--- src/rtl/fadd_arb.sv ---
// Round-robin arbiter and result router sharing one LAT-stage fadd pipeline among NREQ requesters.
// Optional macro FADD_ARB_SUB_EN: req_op=1 flips the sign of operand 2 so the adder computes x1-x2.
module fadd_arb #(
  parameter int NREQ = 4,
  parameter int LAT  = 3,
  localparam int IDW = $clog2(NREQ),
  localparam int CW  = $clog2(LAT + 1)
) (
  input  logic                   clk,
  input  logic                   rst,
  input  logic [NREQ-1:0]        req_valid,
  input  logic [32*NREQ-1:0]     req_x1,
  input  logic [32*NREQ-1:0]     req_x2,
  input  logic [NREQ-1:0]        req_op,
  output logic [NREQ-1:0]        req_ready,
  output logic [31:0]            fadd_x1,
  output logic [31:0]            fadd_x2,
  input  logic [31:0]            fadd_y,
  output logic                   res_valid,
  output logic [IDW-1:0]         res_id,
  output logic [31:0]            res_y,
  output logic [CW-1:0]          inflight
);

  logic [IDW-1:0] ptr_reg;
  logic [IDW-1:0] grant_idx;
  logic [IDW-1:0] cand;
  logic           grant_any;
  logic [31:0]    x1_arr [NREQ];
  logic [31:0]    x2_arr [NREQ];
  logic           tag_v_reg  [LAT];
  logic [IDW-1:0] tag_id_reg [LAT];
  logic [CW-1:0]  inflight_reg;

  genvar gi;
  generate
    for (gi = 0; gi < NREQ; gi++) begin : g_req
      assign x1_arr[gi]    = req_x1[32*gi +: 32];
      assign x2_arr[gi]    = req_x2[32*gi +: 32];
      assign req_ready[gi] = grant_any && (grant_idx == IDW'(gi));
    end
  endgenerate

  // Search from ptr+1 so the last winner drops to lowest priority; nothing is granted during reset.
  always_comb begin
    grant_any = 1'b0;
    grant_idx = '0;
    cand      = '0;
    for (int k = 1; k <= NREQ; k++) begin
      cand = IDW'((int'(ptr_reg) + k) % NREQ);
      if (!grant_any && req_valid[cand]) begin
        grant_any = 1'b1;
        grant_idx = cand;
      end
    end
    if (rst) begin
      grant_any = 1'b0;
      grant_idx = '0;
    end
  end

  always_comb begin
    fadd_x1 = '0;
    fadd_x2 = '0;
    if (grant_any) begin
      fadd_x1 = x1_arr[grant_idx];
      fadd_x2 = x2_arr[grant_idx];
`ifdef FADD_ARB_SUB_EN
      if (req_op[grant_idx]) begin
        fadd_x2 = {~x2_arr[grant_idx][31], x2_arr[grant_idx][30:0]};
      end
`endif
    end
  end

`ifdef FADD_ARB_SUB_EN
`else
  logic unused_op;
  assign unused_op = ^req_op;
`endif

  always_ff @(posedge clk or posedge rst) begin
    if (rst) begin
      ptr_reg <= IDW'(NREQ - 1);
    end else if (grant_any) begin
      ptr_reg <= grant_idx;
    end
  end

  // Tag pipeline mirrors the adder depth so the id lines up with fadd_y.
  always_ff @(posedge clk or posedge rst) begin
    if (rst) begin
      for (int s = 0; s < LAT; s++) begin
        tag_v_reg[s]  <= 1'b0;
        tag_id_reg[s] <= '0;
      end
    end else begin
      tag_v_reg[0]  <= grant_any;
      tag_id_reg[0] <= grant_idx;
      for (int s = 1; s < LAT; s++) begin
        tag_v_reg[s]  <= tag_v_reg[s-1];
        tag_id_reg[s] <= tag_id_reg[s-1];
      end
    end
  end

  assign res_valid = tag_v_reg[LAT-1];
  assign res_id    = tag_id_reg[LAT-1];
  assign res_y     = fadd_y;

  always_ff @(posedge clk or posedge rst) begin
    if (rst) begin
      inflight_reg <= '0;
    end else begin
      case ({grant_any, res_valid})
        2'b10:   inflight_reg <= inflight_reg + CW'(1);
        2'b01:   inflight_reg <= inflight_reg - CW'(1);
        default: inflight_reg <= inflight_reg;
      endcase
    end
  end

  assign inflight = inflight_reg;

endmodule

--- config.mk ---
export PLATFORM = sky130hd
export DESIGN_NAME = fadd_arb
export DESIGN_NICKNAME = d
export VERILOG_FILES = /design/src/rtl/fadd_arb.sv
export SDC_FILE = /design/constraint.sdc
export NUM_CORES = 1
export LEC_CHECK = 0
export CORE_AREA = 2 2 156 158
export DETAILED_ROUTE_END_ITERATION = 10
export DIE_AREA = 0 0 158 160
export PLACE_DENSITY = 0.57
export SLEW_MARGIN = 20
export SYNTH_ARGS = -nofsm -noshare
export SYNTH_HDL_FRONTEND = slang
export SYNTH_SLANG_ARGS = --single-unit
export TNS_END_PERCENT = 10
--- constraint.sdc ---
create_clock -name clk -period 1.9 [get_ports clk]
set_input_delay 0.38 -clock clk [delete_from_list [all_inputs] [get_ports clk]]
set_output_delay 0.38 -clock clk [all_outputs]
set_load 0.02 [all_outputs]
## After elaboration in Yosys (flattened, before gate mapping)

Index checks and enable logic that the tools add are counted.

| operators by class | value |
|---|---|
| add/sub/neg operators | 6 |
| multiply operators | 0 |
| divide/modulo/power cells | 0 |
| magnitude comparators | 5 |
| equality and inequality tests | 5 |
| shift-type cells | 0 |
| muxes and demuxes | 27 |
| bitwise logic cells | 1 |
| reductions and logical operators | 12 |

Operators by type and width:

| kind | number |
|---|---|
| $mux W32 | 6 |
| $bmux W32 S2 | 2 |
| $lt A2 B3 Y1 const B | 4 |
| $mux W2 | 5 |
| $mux W1 | 9 |
| $bmux W1 S2 | 4 |
| $logic_and A1 B1 Y1 | 7 |
| $add A2 B1 Y2 const B | 3 |
| $eq A2 B2 Y1 const B | 3 |
| $add A2 B2 Y2 const B | 2 |
| $eq A2 B1 Y1 const B | 2 |
| $pmux W2 S2 | 1 |
| $ge A3 B3 Y1 const B | 1 |
| $logic_not A1 Y1 | 3 |
| $not A2 Y3 | 1 |
| $logic_not A2 Y1 | 1 |
| $reduce_bool A2 Y1 | 1 |
| $sub A2 B1 Y2 const B | 1 |

| storage, ports and cells | value |
|---|---|
| register bits after elaboration | 13 |
| latch bits | 0 |
| RAM bits | 0 |
| memory bits (read-only) | 0 |
| output and inout port bits | 105 |
| memories kept | 0 |

## Longest topological paths before layout

| logic depth | value |
|---|---|
| word-level depth | 19 |
| depth in mapped cells | 7 |

## Worst setup path before layout

Ideal clock, no wire load.

| timing | value |
|---|---|
| path type | register to output |
| from | register ptr_reg[0] |
| to | output port fadd_x2[12] |
| arrival time | 1868 ps |
| data required time | 1520 ps |
| slack | -348 ps |
| cell stages (with the launch flop) | 8 |
| cells stage by stage | dfstp_2 nand2b_2 o21ai_1 a221oi_2 nand2_1 buf_2 buf_1 o22ai_1 |

| between the ends | value |
|---|---|
| longest elaborated chain between the ends | 19 |

RTL lines:

| element | RTL line | text |
|---|---|---|
| from (decl) | 25 | `logic [IDW-1:0] ptr_reg;` |
| from (signal assigned) | 84 | `ptr_reg <= IDW'(NREQ - 1);` |
| from (signal assigned) | 86 | `ptr_reg <= grant_idx;` |
| $add A2 B1 Y2 | 50 | `cand = IDW'((int'(ptr_reg) + k) % NREQ);` |
| $bmux W1 S2 | 51 | `if (!grant_any && req_valid[cand]) begin` |
| $mux W1 (not written as such) | 51 |  |
| $mux W1 | 51 |  |
| $logic_not A1 Y1 | 51 |  |
| $logic_and A1 B1 Y1 | 51 |  |
| $mux W1 | 51 |  |
| $logic_not A1 Y1 | 51 |  |
| (+2 left out) | - |  |
| $logic_not A1 Y1 | 51 |  |
| $logic_and A1 B1 Y1 | 51 |  |
| $mux W2 | 51 |  |
| $mux W2 | 56 | `if (rst) begin` |
| $not A2 Y3 (not written as such) | 67 | `fadd_x2 = x2_arr[grant_idx];` |
| $bmux W32 S2 | 67 |  |
| $mux W32 (not written as such) (2 in series) | 67 |  |
| $mux W32 * | 65 | `if (grant_any) begin` |
| to (decl) | 17 | `output logic [31:0] fadd_x2,` |

Mark *: on every way between the ends. The rest lies on a longest branch, timed or not. The select of a mux whose other input is x is not followed.

## Final worst setup path

| timing | value |
|---|---|
| from | register ptr_reg[0] |
| to | output port fadd_x2[7] |

Same word-level chain as after synthesis.

==> impl_metrics.xml <==
<?xml version="1.0" encoding="UTF-8"?>
<metrics>
  <group name="run_status">
    <metric name="outcome" unit="">finished with violations</metric>
    <metric name="violations" unit="">setup timing</metric>
  </group>
  <group name="route">
    <metric name="avg_wl_per_cell" unit="um">17.3</metric>
    <metric name="detail_route.wirelength" unit="mm">17.0</metric>
    <metric name="firstDrtPassIters" unit="">4</metric>
    <metric name="route.antenna.remaining_nets" unit="">0</metric>
    <metric name="vias" unit="">3963</metric>
    <metric name="drtIter0Drc" unit="">115</metric>
    <metric name="drt_drc_violations_left" unit="">0</metric>
    <metric name="via_per_inst" unit="">4.04</metric>
  </group>
  <group name="timing">
    <metric name="finalClockSkew" unit="ns">0.000835</metric>
    <metric name="count_of_final_max_slew_check_failures" unit="">0</metric>
    <metric name="final-setup-viol-count" unit="">68</metric>
    <metric name="fin_worst_hold_slack" unit="ns">0.343</metric>
    <metric name="post-route-worst-setup-slack" unit="ns">-0.702</metric>
    <metric name="timing.final.crit_share" unit="%">137</metric>
    <metric name="final.setup.tns" unit="ns">-43.12</metric>
    <metric name="timing.fmax" unit="GHz">0.384</metric>
    <metric name="final_hold_viols" unit="">0</metric>
    <metric name="worst_slew_margin_rel" unit="%">81.1</metric>
    <metric name="worstMarginPinSlew" unit="ns">0.283</metric>
    <metric name="rsz0062_at_grt" unit="">yes</metric>
    <metric name="finalCriticalPeriod" unit="ns">2.60</metric>
  </group>
  <group name="placed_design">
    <metric name="preCtsSetupSlack" unit="ns">-1.35</metric>
    <metric name="placed_area" unit="sq mm">0.00667</metric>
    <metric name="hpwlAfterDp" unit="mm">12.7</metric>
    <metric name="port-buffer-count" unit="">334</metric>
    <metric name="gp_congestion" unit="">0.775</metric>
    <metric name="dpl.cell_count" unit="">958</metric>
  </group>
  <group name="cells_and_area">
    <metric name="nNetsFinal" unit="">956</metric>
    <metric name="final_core_utilization" unit="%">31.1</metric>
    <metric name="final_cells" unit="">981</metric>
    <metric name="finish.instance_area" unit="sq mm">0.00740</metric>
    <metric name="fillCellCount" unit="">2552</metric>
    <metric name="largest_reg_flops" unit="">4</metric>
    <metric name="register_area" unit="sq um">328</metric>
    <metric name="area_growth" unit="%">176</metric>
    <metric name="final_layout_size_suffix_gt1_share" unit="%">38.9</metric>
    <metric name="multiInputGateArea" unit="sq mm">0.00234</metric>
  </group>
  <group name="die">
    <metric name="floorplan.initialDensity" unit="%">11.3</metric>
    <metric name="floorplan.die.width" unit="um">158</metric>
    <metric name="core.rowCount" unit="">57</metric>
    <metric name="floorplan.io_pins" unit="">403</metric>
    <metric name="dieHeight" unit="um">160</metric>
    <metric name="core-area" unit="sq mm">0.0238</metric>
    <metric name="dieArea" unit="sq mm">0.0253</metric>
  </group>
  <group name="global_routing">
    <metric name="grt_overflow_total" unit="">0</metric>
    <metric name="first_pass_grt_wire_length" unit="mm">23.8</metric>
    <metric name="grt_pass1_vias" unit="">4110</metric>
    <metric name="maximum_number_of_pins_on_one_net_before_global_route_repair" unit="">31</metric>
    <metric name="antenna_found_initial" unit="">1</metric>
    <metric name="globalRouteTotalUtil" unit="%">12.3</metric>
  </group>
  <group name="flow_run">
    <metric name="maxCapViolations" unit="">0</metric>
  </group>
  <group name="clocking">
    <metric name="numCtsBuffers" unit="">3</metric>
    <metric name="cts_tree" unit="">built</metric>
    <metric name="cts.clk_slew.worst_paths" unit="ns">0.04</metric>
    <metric name="cts-htree-levels" unit="">1</metric>
    <metric name="clock_insertion_delay_worst_skew" unit="ns">0.24</metric>
    <metric name="clkSinkCount" unit="">13</metric>
    <metric name="clock-root-buffer" unit="">sky130_fd_sc_hd__clkbuf_16</metric>
    <metric name="holdBufCountCts" unit="">0</metric>
    <metric name="max-clock-path-buffers" unit="">2</metric>
  </group>
  <group name="synthesis">
    <metric name="number_of_register_bits_inferred_by_synthesis" unit="">13</metric>
    <metric name="post_synth_cell_types" unit="">29</metric>
    <metric name="yosysWarningCount" unit="">0</metric>
    <metric name="synth_nets" unit="">605</metric>
    <metric name="post_synth_inst_count" unit="">306</metric>
    <metric name="post_synth.cell_area_avg" unit="sq um">8.76</metric>
    <metric name="ys_seq_area_share" unit="%">12.2</metric>
    <metric name="syn-cell-area" unit="sq mm">0.00268</metric>
  </group>
  <group name="setup_path">
    <metric name="start_kind" unit="">flip-flop</metric>
    <metric name="critPathMaxFanout" unit="">9</metric>
    <metric name="crit_buf_inv" unit="">5</metric>
    <metric name="timing.critical_path.arrival" unit="ns">2.22</metric>
    <metric name="path_cells" unit="">buf_6 &gt; nor3b_2 &gt; a311oi_4 &gt; buf_6 &gt; buf_12 &gt; buf_12 &gt; mux2i_4 &gt; o22ai_1 &gt; buf_2</metric>
    <metric name="timing.setup.critical_path_class" unit="">flip-flop to primary output</metric>
    <metric name="critical_path.top_delay_family" unit="">buffers and inverters</metric>
    <metric name="critical-path-slowest-cell" unit="">sky130_fd_sc_hd__dfstp_2</metric>
    <metric name="critPathRequiredTime" unit="ns">1.52</metric>
    <metric name="cp_slowest_stage_delay" unit="ns">0.55</metric>
    <metric name="critical_path.endpoint_type" unit="">primary output</metric>
  </group>
  <group name="hold_path">
    <metric name="hold_removal_path_class" unit="">flip-flop to flip-flop</metric>
  </group>
  <group name="power_and_ir_drop">
    <metric name="ir_worst_vdd" unit="V">0.000308</metric>
    <metric name="power.density" unit="mW/mm^2">662</metric>
    <metric name="totalPowerFinal" unit="mW">4.90</metric>
    <metric name="power.static_leakage" unit="nW">2.99</metric>
  </group>
</metrics>
## kinds of logic after synthesis
family,share of synthesized area (%)
XOR/XNOR,0.980
adder cells (fa/ha/maj),0.467
buffers and inverters,18.7
flip-flops,12.2
multiplexers,23.9
AND/OR/NAND/NOR,3.03
AO/OA/AOI/OAI,40.7
## Yosys cell counts
library cell	n	area share (%)
sky130_fd_sc_hd__inv_1	3	0.42
sky130_fd_sc_hd__a22oi_1	36	10
sky130_fd_sc_hd__a21oi_1	2	0.37
sky130_fd_sc_hd__inv_2	2	0.28
sky130_fd_sc_hd__o21ai_1	1	0.19
sky130_fd_sc_hd__dfstp_2	2	2.0
sky130_fd_sc_hd__and3_1	1	0.23
sky130_fd_sc_hd__buf_6	7	2.9
sky130_fd_sc_hd__nor2_1	7	0.98
sky130_fd_sc_hd__xnor2_1	2	0.65
sky130_fd_sc_hd__buf_1	1	0.14
sky130_fd_sc_hd__buf_4	43	12
sky130_fd_sc_hd__dfrtp_1	11	10
sky130_fd_sc_hd__mux2i_1	64	24
sky130_fd_sc_hd__a21o_1	1	0.28
sky130_fd_sc_hd__clkbuf_1	11	1.5
sky130_fd_sc_hd__xor2_1	1	0.33
sky130_fd_sc_hd__a311oi_4	1	0.98
sky130_fd_sc_hd__or2_1	1	0.23
sky130_fd_sc_hd__o22ai_1	64	15
sky130_fd_sc_hd__nand2b_1	3	0.70
sky130_fd_sc_hd__o21a_1	1	0.28
sky130_fd_sc_hd__a221oi_2	1	0.56
sky130_fd_sc_hd__buf_2	7	1.3
sky130_fd_sc_hd__ha_1	1	0.47
sky130_fd_sc_hd__nand2_1	2	0.28
sky130_fd_sc_hd__a22oi_2	28	13
sky130_fd_sc_hd__nand2b_2	1	0.33
sky130_fd_sc_hd__nor3b_1	1	0.28
## final timing paths
| path | start | end | slack (ns) | cells past startpoint |
|---|---|---|---|---|
| max in group asynchronous | rst | ptr_reg[1]$_DFFE_PP1P_ | 1.10 | 3 |
| min reg2reg | tag_id_reg[4]$_DFF_PP0_ | tag_id_reg[2]$_DFF_PP0_ | 0.34 | 0 |
| max | ptr_reg[0]$_DFFE_PP1P_ | fadd_x2[7] | -0.70 | 9 |
| min in group asynchronous | rst | tag_id_reg[4]$_DFF_PP0_ | 0.57 | 3 |
| max reg2reg | ptr_reg[0]$_DFFE_PP1P_ | tag_id_reg[4]$_DFF_PP0_ | 0.01 | 9 |
| min | tag_id_reg[4]$_DFF_PP0_ | tag_id_reg[2]$_DFF_PP0_ | 0.34 | 0 |
## metal layers
layer,global-route usage (%),part of all wire (%),up-vias
met2,22.9,52,202
met1,14.5,39,1845
met4,2.21,1.4,0
met5,0,0,-
met3,2.39,6.9,15
li1,-,-,1901
## power by group
| part | leakage [nW] | total [mW] | switching, mW | internal (mW) |
|---|---|---|---|---|
| Combinational | 2.80 | 4.13 | 1.84 | 2.29 |
| Sequential | 0.158 | 0.376 | 0.0366 | 0.339 |
| Clock | 0.0382 | 0.398 | 0.116 | 0.283 |
| Total | 2.99 | 4.90 | 2.00 | 2.91 |
## layout by cell type, fill, tap and decap left out, types with 3 or more instances in the layout
cell	netlist	layout
sky130_fd_sc_hd__o22ai_2	0	23
sky130_fd_sc_hd__dlygate4sd2_1	0	4
sky130_fd_sc_hd__buf_6	7	36
sky130_fd_sc_hd__clkdlybuf4s50_1	0	262
sky130_fd_sc_hd__buf_12	0	13
sky130_fd_sc_hd__mux2i_1	64	45
sky130_fd_sc_hd__nand2b_4	0	3
sky130_fd_sc_hd__o22ai_1	64	35
sky130_fd_sc_hd__a22oi_2	28	39
sky130_fd_sc_hd__dfrtp_1	11	11
sky130_fd_sc_hd__mux2i_4	0	9
sky130_fd_sc_hd__buf_8	0	8
sky130_fd_sc_hd__nor2_1	7	6
sky130_fd_sc_hd__mux2i_2	0	10
sky130_fd_sc_hd__buf_4	43	61
sky130_fd_sc_hd__buf_2	7	22
sky130_fd_sc_hd__o22ai_4	0	6
sky130_fd_sc_hd__buf_16	0	7
sky130_fd_sc_hd__inv_1	3	3
sky130_fd_sc_hd__a22oi_1	36	25
sky130_fd_sc_hd__clkbuf_16	0	3
## final cells by class
cell class	count	share of cell area (%)
inverters	5	0.253
well taps	324	5.47
flip-flops and latches	13	4.43
multi-input cells	219	31.7
clock buffers	4	1.06
repair buffers	415	57.1
diodes	1	0.0338
## what timing repair did
item / 4_1_cts / 5_1_grt
endpoints found under the setup margin: 71 / 69
pin swaps: 9 / 9
buffers inserted: 12 / 2
gates resized for setup: 357 / 94
gates cloned: 7 / 0
Note: power is estimated with default switching activity, not from simulation.
